### config.mk
export PLATFORM = sky130hd
export DESIGN_NAME = dsram_uncached_bridge
export DESIGN_NICKNAME = d
export VERILOG_FILES = /design/src/rtl/dsram_bridge_pkg.sv /design/src/rtl/dsram_uncached_bridge.sv
export SDC_FILE = /design/constraint.sdc
export NUM_CORES = 1
export LEC_CHECK = 0
export BUFFER_PORTS_ARGS = -buffer_cell sky130_fd_sc_hd__buf_2
export CELL_PAD_IN_SITES_DETAIL_PLACEMENT = 1
export CELL_PAD_IN_SITES_GLOBAL_PLACEMENT = 2
export CORE_ASPECT_RATIO = 0.5
export CORE_MARGIN = 4
export CORE_UTILIZATION = 27
export CTS_CLUSTER_DIAMETER = 80
export DETAILED_ROUTE_END_ITERATION = 10
export GPL_ROUTABILITY_DRIVEN = 0
export PLACE_DENSITY_LB_ADDON = 0.1
export RECOVER_POWER = 50
export SYNTH_ARGS = -nofsm -noshare
export SYNTH_HDL_FRONTEND = slang
export SYNTH_SLANG_ARGS = --single-unit
### constraint.sdc
create_clock -name Clk -period 4.9 [get_ports Clk]
set_input_delay 0.735 -clock Clk [delete_from_list [all_inputs] [get_ports Clk]]
set_output_delay 0.735 -clock Clk [all_outputs]
set_load 0.05 [all_outputs]
### src/rtl/dsram_bridge_pkg.sv
// Shared state encoding, access-size and AXI response constants for the
// uncached data-SRAM to AXI bridge.
package dsram_bridge_pkg;

    typedef enum logic [2:0] {
        IDLE    = 3'd0,
        RD_ADDR = 3'd1,
        RD_DATA = 3'd2,
        WR_REQ  = 3'd3,
        WR_RESP = 3'd4,
        DONE    = 3'd5
    } dsb_state_t;

    localparam logic [1:0] SZ_BYTE = 2'd0;
    localparam logic [1:0] SZ_HALF = 2'd1;
    localparam logic [1:0] SZ_WORD = 2'd2;

    localparam logic [1:0] RESP_OKAY   = 2'b00;
    localparam logic [1:0] RESP_SLVERR = 2'b10;
    localparam logic [1:0] RESP_DECERR = 2'b11;

    localparam logic [1:0] BURST_INCR = 2'b01;
    localparam logic [7:0] LEN_SINGLE = 8'd0;

    // The core never issues size 3; treat it as a word so AXI sees a legal size.
    function automatic logic [1:0] coerce_size(input logic [1:0] size);
        return (size == 2'd3) ? SZ_WORD : size;
    endfunction

    function automatic logic resp_is_error(input logic [1:0] resp);
        return resp != RESP_OKAY;
    endfunction

endpackage

### src/rtl/dsram_uncached_bridge.sv
// Converts one uncached load/store from the memory stage into a single-beat
// AXI4 transaction and answers with a one-cycle data_ok pulse.
module dsram_uncached_bridge
    import dsram_bridge_pkg::*;
#(
    parameter logic [3:0] AXI_ID = 4'd1
) (
    input  logic        Clk,
    input  logic        reset,
    input  logic        flush,

    input  logic        data_sram_req,
    input  logic        data_sram_wr,
    input  logic [1:0]  data_sram_size,
    input  logic [31:0] data_sram_addr,
    input  logic [3:0]  data_sram_wstrb,
    input  logic [31:0] data_sram_wdata,
    output logic        data_sram_data_ok,
    output logic [31:0] data_sram_rdata,
    output logic        bus_err,

    output logic [3:0]  arid,
    output logic [31:0] araddr,
    output logic [7:0]  arlen,
    output logic [2:0]  arsize,
    output logic [1:0]  arburst,
    output logic        arvalid,
    input  logic        arready,
    input  logic [31:0] rdata,
    input  logic [1:0]  rresp,
    input  logic        rvalid,
    output logic        rready,

    output logic [3:0]  awid,
    output logic [31:0] awaddr,
    output logic [7:0]  awlen,
    output logic [2:0]  awsize,
    output logic [1:0]  awburst,
    output logic        awvalid,
    input  logic        awready,
    output logic [31:0] wdata,
    output logic [3:0]  wstrb,
    output logic        wlast,
    output logic        wvalid,
    input  logic        wready,
    input  logic [1:0]  bresp,
    input  logic        bvalid,
    output logic        bready
);

    dsb_state_t  state;
    dsb_state_t  state_next;

    logic [31:0] addr_q;
    logic [1:0]  size_q;
    logic        wr_q;
    logic [3:0]  wstrb_q;
    logic [31:0] wdata_q;
    logic [31:0] rdata_q;
    logic        aw_done;
    logic        w_done;
    logic        cancel;
    logic        bus_err_q;

    logic        accept;
    logic        r_take;
    logic        b_take;

    assign accept = (state == IDLE) && data_sram_req && !flush;
    assign r_take = (state == RD_DATA) && rvalid;
    assign b_take = (state == WR_RESP) && bvalid;

    always_ff @(posedge Clk or posedge reset) begin
        if (reset) begin
            state <= IDLE;
        end else begin
            state <= state_next;
        end
    end

    // Next state plus all handshake outputs; every AXI valid/ready is a pure
    // state/flag decode so no AXI input reaches an AXI output combinationally.
    always_comb begin
        state_next        = state;
        arvalid           = 1'b0;
        rready            = 1'b0;
        awvalid           = 1'b0;
        wvalid            = 1'b0;
        bready            = 1'b0;
        data_sram_data_ok = 1'b0;

        case (state)
            IDLE: begin
                if (accept) begin
                    state_next = data_sram_wr ? WR_REQ : RD_ADDR;
                end
            end
            RD_ADDR: begin
                arvalid = 1'b1;
                if (arready) begin
                    state_next = RD_DATA;
                end
            end
            RD_DATA: begin
                rready = 1'b1;
                if (rvalid) begin
                    state_next = DONE;
                end
            end
            WR_REQ: begin
                awvalid = !aw_done;
                wvalid  = !w_done;
                if ((aw_done || awready) && (w_done || wready)) begin
                    state_next = WR_RESP;
                end
            end
            WR_RESP: begin
                bready = 1'b1;
                if (bvalid) begin
                    state_next = DONE;
                end
            end
            DONE: begin
                data_sram_data_ok = !cancel;
                state_next        = IDLE;
            end
            default: begin
                state_next = IDLE;
            end
        endcase
    end

    always_ff @(posedge Clk or posedge reset) begin
        if (reset) begin
            addr_q  <= 32'd0;
            size_q  <= SZ_BYTE;
            wr_q    <= 1'b0;
            wstrb_q <= 4'd0;
            wdata_q <= 32'd0;
        end else if (accept) begin
            addr_q  <= data_sram_addr;
            size_q  <= coerce_size(data_sram_size);
            wr_q    <= data_sram_wr;
            wstrb_q <= data_sram_wstrb;
            wdata_q <= data_sram_wdata;
        end
    end

    // AW and W may complete in either order; each flag keeps its channel
    // from issuing a second beat while the other is still waiting.
    always_ff @(posedge Clk or posedge reset) begin
        if (reset) begin
            aw_done <= 1'b0;
            w_done  <= 1'b0;
        end else if (state == WR_REQ) begin
            if (awvalid && awready) begin
                aw_done <= 1'b1;
            end
            if (wvalid && wready) begin
                w_done <= 1'b1;
            end
        end else begin
            aw_done <= 1'b0;
            w_done  <= 1'b0;
        end
    end

    // A flushed access still finishes on AXI, but its result is dropped.
    always_ff @(posedge Clk or posedge reset) begin
        if (reset) begin
            cancel <= 1'b0;
        end else if (state == DONE) begin
            cancel <= 1'b0;
        end else if (flush && (state != IDLE)) begin
            cancel <= 1'b1;
        end
    end

    always_ff @(posedge Clk or posedge reset) begin
        if (reset) begin
            rdata_q   <= 32'd0;
            bus_err_q <= 1'b0;
        end else begin
            bus_err_q <= (r_take && resp_is_error(rresp)) ||
                         (b_take && resp_is_error(bresp));
            if (r_take && !wr_q && !cancel && !flush) begin
                rdata_q <= rdata;
            end
        end
    end

    assign data_sram_rdata = rdata_q;
    assign bus_err         = bus_err_q;

    assign arid    = AXI_ID;
    assign araddr  = addr_q;
    assign arlen   = LEN_SINGLE;
    assign arsize  = {1'b0, size_q};
    assign arburst = BURST_INCR;

    assign awid    = AXI_ID;
    assign awaddr  = addr_q;
    assign awlen   = LEN_SINGLE;
    assign awsize  = {1'b0, size_q};
    assign awburst = BURST_INCR;
    assign wdata   = wdata_q;
    assign wstrb   = wstrb_q;
    assign wlast   = 1'b1;

endmodule

==> run_summary.xml <==
<?xml version="1.0" encoding="UTF-8"?>
<metrics>
  <group name="sta">
    <metric name="min_clock_period_post_route" unit="ns">2.556</metric>
    <metric name="fmax" unit="GHz">0.3912</metric>
    <metric name="report.final.setup_viol" unit="">0</metric>
    <metric name="fin_setup_tns" unit="ns">0</metric>
    <metric name="max-slew-margin-rel" unit="%">-53.12</metric>
    <metric name="fin_crit_sh" unit="%">52.17</metric>
    <metric name="hold_viol_final" unit="">0</metric>
    <metric name="slew_viol_final" unit="">52</metric>
    <metric name="rsz0062_at_grt" unit="">false</metric>
    <metric name="timing_worst_slew_pin_value" unit="ns">2.284</metric>
    <metric name="finClkSkew" unit="ns">0.01013</metric>
  </group>
  <group name="cells_and_area">
    <metric name="finalNetCount" unit="">675</metric>
    <metric name="layout-drive-gt1-share" unit="%">55.87</metric>
    <metric name="area.sequential" unit="mm2">0.002753</metric>
    <metric name="count_of_inserted_antenna_diode_cells" unit="">0</metric>
    <metric name="multi_input_combinational_cell_area" unit="mm2">0.001792</metric>
    <metric name="synthToLayoutAreaGrowth" unit="%">25.72</metric>
    <metric name="fillCellCount" unit="">2064</metric>
  </group>
  <group name="critical_path">
    <metric name="crit_path_max_incr_delay" unit="ns">0.64</metric>
    <metric name="regToRegSetupSlack" unit="ns">2.34</metric>
    <metric name="reg2reg_to" unit="">wdata[9]</metric>
    <metric name="beginning_of_the_critical_path" unit="">state[1]</metric>
    <metric name="slowest_stage" unit="">sky130_fd_sc_hd__dfrtp_1</metric>
    <metric name="critPathArrivalTime" unit="ns">2.78</metric>
    <metric name="regToRegStartpoint" unit="">state[1]</metric>
    <metric name="worst-path-stages" unit="">4</metric>
    <metric name="path_delay_family" unit="">simple AND/OR/NAND/NOR gates</metric>
    <metric name="start_kind" unit="">flip-flop</metric>
    <metric name="cp_cell_sequence" unit="">nor3b_2 -&gt; nand2_4 -&gt; buf_4 -&gt; mux2_4</metric>
    <metric name="worst-setup-path-type" unit="">flip-flop to flip-flop</metric>
    <metric name="critical_path.endpoint" unit="">wdata[9]</metric>
    <metric name="critical_path.max_fanout" unit="">40</metric>
    <metric name="end_kind" unit="">flip-flop</metric>
    <metric name="reg2regPathDepth" unit="">4</metric>
    <metric name="timing.critical_path.buf_inv" unit="">1</metric>
    <metric name="critical_path_required" unit="ns">5.12</metric>
  </group>
  <group name="synthesis">
    <metric name="synth.area.top_cells" unit="">sky130_fd_sc_hd__dfrtp_1 (54%), sky130_fd_sc_hd__mux2_4 (21%), sky130_fd_sc_hd__buf_4 (9.7%)</metric>
    <metric name="share_of_yosys_cell_area_claimed_by_the_top_area_cell_type" unit="%">54.46</metric>
    <metric name="ys.warnings.count" unit="">0</metric>
    <metric name="seq_area_frac_synth" unit="%">54.46</metric>
    <metric name="netlist_instances" unit="">335</metric>
    <metric name="cell_type_contributing_the_most_total_cell_area_after_synthesis" unit="">sky130_fd_sc_hd__dfrtp_1</metric>
    <metric name="synth_area_per_cell" unit="um2">15.09</metric>
    <metric name="synth-seq-cells" unit="">110</metric>
    <metric name="netlist_area" unit="mm2">0.005055</metric>
    <metric name="synth.distinct_cells" unit="">32</metric>
  </group>
  <group name="global_route">
    <metric name="grt_use_total" unit="%">12.26</metric>
    <metric name="first_global_vias" unit="">3514</metric>
    <metric name="maximum_number_of_pins_on_one_net_before_global_route_repair" unit="">52</metric>
    <metric name="grt_busiest_layer" unit="">met2</metric>
    <metric name="wire_length_of_the_first_global_routing_pass" unit="mm">20.44</metric>
    <metric name="gr-total-overflow" unit="">0</metric>
    <metric name="antenna_found_initial" unit="">0</metric>
    <metric name="use_met3" unit="%">3.535</metric>
    <metric name="gr-usage-met1" unit="%">14.62</metric>
    <metric name="grt.met2_usage" unit="%">22.11</metric>
  </group>
  <group name="die">
    <metric name="io_pins" unit="">290</metric>
    <metric name="core" unit="mm2">0.01839</metric>
    <metric name="std_cell_rows" unit="">35</metric>
    <metric name="dieArea" unit="mm2">0.02111</metric>
    <metric name="chipHeight" unit="um">104.8</metric>
    <metric name="initial_utilization" unit="%">27.48</metric>
    <metric name="die_x" unit="um">201.5</metric>
  </group>
  <group name="clocking">
    <metric name="clock_tree.root_cell" unit="">sky130_fd_sc_hd__clkbuf_16</metric>
    <metric name="clock_slew_at_reported_path_ffs" unit="ns">0.07</metric>
    <metric name="ctsResizeCount" unit="">0</metric>
    <metric name="post_cts_hold_buffer_count" unit="">0</metric>
    <metric name="clkLatencyLatePin" unit="ns">0.34</metric>
    <metric name="tritoncts_clock_tree" unit="">done</metric>
    <metric name="post-cts-setup-buffer-count" unit="">0</metric>
    <metric name="numClockSinks" unit="">110</metric>
    <metric name="clockBufferDepth" unit="">2</metric>
    <metric name="cts_inserted_buffers" unit="">9</metric>
    <metric name="cts_max_level" unit="">3</metric>
  </group>
  <group name="route">
    <metric name="routed_wirelength" unit="mm">13.29</metric>
    <metric name="detailroute.via_count" unit="">3250</metric>
    <metric name="drt_iter0_markers" unit="">111</metric>
    <metric name="detail_route.wl_per_cell" unit="um">16.57</metric>
    <metric name="antenna_violating_nets_post_route" unit="">0</metric>
    <metric name="drt_first_pass_iters" unit="">4</metric>
    <metric name="route.detailed.vias_per_inst" unit="">4.052</metric>
    <metric name="detail_route.drc_violations" unit="">0</metric>
  </group>
  <group name="min_path">
    <metric name="timing.hold.worst.class" unit="">flip-flop to flip-flop</metric>
  </group>
  <group name="run">
    <metric name="drv.max_cap_violation_count" unit="">1</metric>
  </group>
  <group name="status">
    <metric name="failed_checks" unit="">max-capacitance violations, max-slew violations</metric>
    <metric name="status" unit="">finished, violations left</metric>
  </group>
  <group name="placed_design">
    <metric name="final_hpwl_dp" unit="mm">10.11</metric>
    <metric name="portBuffers" unit="">258</metric>
  </group>
</metrics>
## logic make-up after synthesis
family	count (synthesis)	synth area share [%]
compound gates	13	1.807
mux	105	28.54
other cells	2	0.1486
simple gates	24	2.698
buf+inv	81	12.35
flops	110	54.46
## synth_stat cells
| master | count |
|---|---|
| sky130_fd_sc_hd__a211o_1 | 1 |
| sky130_fd_sc_hd__a21oi_1 | 1 |
| sky130_fd_sc_hd__a22o_1 | 1 |
| sky130_fd_sc_hd__and2_1 | 1 |
| sky130_fd_sc_hd__and3_1 | 1 |
| sky130_fd_sc_hd__buf_2 | 1 |
| sky130_fd_sc_hd__buf_4 | 65 |
| sky130_fd_sc_hd__buf_6 | 10 |
| sky130_fd_sc_hd__clkbuf_1 | 2 |
| sky130_fd_sc_hd__conb_1 | 2 |
| sky130_fd_sc_hd__dfrtp_1 | 110 |
| sky130_fd_sc_hd__inv_1 | 3 |
| sky130_fd_sc_hd__mux2_1 | 2 |
| sky130_fd_sc_hd__mux2_2 | 31 |
| sky130_fd_sc_hd__mux2_4 | 70 |
| sky130_fd_sc_hd__mux2i_1 | 2 |
| sky130_fd_sc_hd__nand2_1 | 1 |
| sky130_fd_sc_hd__nand2_2 | 1 |
| sky130_fd_sc_hd__nand2b_1 | 1 |
| sky130_fd_sc_hd__nand3b_1 | 1 |
| sky130_fd_sc_hd__nand4_2 | 1 |
| sky130_fd_sc_hd__nor2_1 | 9 |
| sky130_fd_sc_hd__nor2b_1 | 1 |
| sky130_fd_sc_hd__nor3_1 | 4 |
| sky130_fd_sc_hd__nor3b_2 | 1 |
| sky130_fd_sc_hd__nor4b_1 | 1 |
| sky130_fd_sc_hd__o2111ai_1 | 1 |
| sky130_fd_sc_hd__o21ai_0 | 5 |
| sky130_fd_sc_hd__o22a_1 | 2 |
| sky130_fd_sc_hd__o31a_1 | 1 |
| sky130_fd_sc_hd__o32ai_1 | 1 |
| sky130_fd_sc_hd__or2_2 | 1 |
## placed cells by master (no fill, tap or decap), types with 2 or more instances in the layout
| cell type | synthesis | layout |
|---|---|---|
| sky130_fd_sc_hd__buf_4 | 65 | 4 |
| sky130_fd_sc_hd__clkbuf_16 | 0 | 9 |
| sky130_fd_sc_hd__o22a_1 | 2 | 2 |
| sky130_fd_sc_hd__clkbuf_1 | 2 | 68 |
| sky130_fd_sc_hd__inv_1 | 3 | 2 |
| sky130_fd_sc_hd__mux2_1 | 2 | 2 |
| sky130_fd_sc_hd__mux2i_1 | 2 | 2 |
| sky130_fd_sc_hd__nor2_1 | 9 | 9 |
| sky130_fd_sc_hd__o21ai_0 | 5 | 5 |
| sky130_fd_sc_hd__buf_2 | 1 | 193 |
| sky130_fd_sc_hd__conb_1 | 2 | 31 |
| sky130_fd_sc_hd__mux2_2 | 31 | 31 |
| sky130_fd_sc_hd__nor3_1 | 4 | 4 |
| sky130_fd_sc_hd__dfrtp_1 | 110 | 110 |
| sky130_fd_sc_hd__mux2_4 | 70 | 70 |
## layout make-up
type                       count  share of cell area (%)
clock buffer                  13                   3.938
tap                          240                   4.725
inverter                       3                  0.1969
clock inverter                 1                  0.1181
sequential                   110                   43.32
multi-input combinational    173                   28.19
timing repair buffer         262                   19.51
## layer usage
metal	up-vias	share of wire (%)
met2	114	53
met4	0	1.1
met5	-	0
met3	11	5.5
met1	1639	41
li1	1486	-
## worst reg2reg max path, delay by kind of cell, from the launching register on
kind                   cells  cell delay, ns
and+or+nand+nor            2            0.74
muxes                      1            0.39
DFF                        1            0.64
buffers and inverters      1            0.68
## sequential cells by signal, summed over array words and instances (netlist names), 2 cells and up
name	flops
araddr	32
state	3
wstrb	4
data_sram_rdata	32
wdata	32
size_q	2
## metrics by stage
step / util (%) / setup slack [ns] / std cells / hold WS, ns / area [um2]
floorplan: - / 1.263 / 364 / 0.4827 / 5164
global placement: 33.60 / 2.105 / 788 / 0.4735 / 6180
detailed placement: 33.60 / 2.093 / 788 / 0.4803 / 6180
CTS: 35.00 / 2.321 / 802 / 0.4977 / 6437
global route: 34.55 / 2.160 / 802 / 0.5163 / 6355
finish: 34.55 / 2.344 / 802 / 0.4963 / 6355
## worst min-delay path by stage
stage               depth (start not counted)                start  slack [ns]                  end
finish                                      1  data_sram_rdata[24]        0.50  data_sram_rdata[24]
global placement                            1  data_sram_rdata[24]        0.47  data_sram_rdata[24]
global route                                1  data_sram_rdata[12]        0.52  data_sram_rdata[12]
CTS                                         1  data_sram_rdata[25]        0.50  data_sram_rdata[25]
detailed placement                          1  data_sram_rdata[25]        0.48  data_sram_rdata[25]
floorplan                                   1                 wr_q        0.48                 wr_q
Power is left out: the tool's default activity adds up to more than one toggle a clock period on the data nets, which glitch-free logic cannot reach.
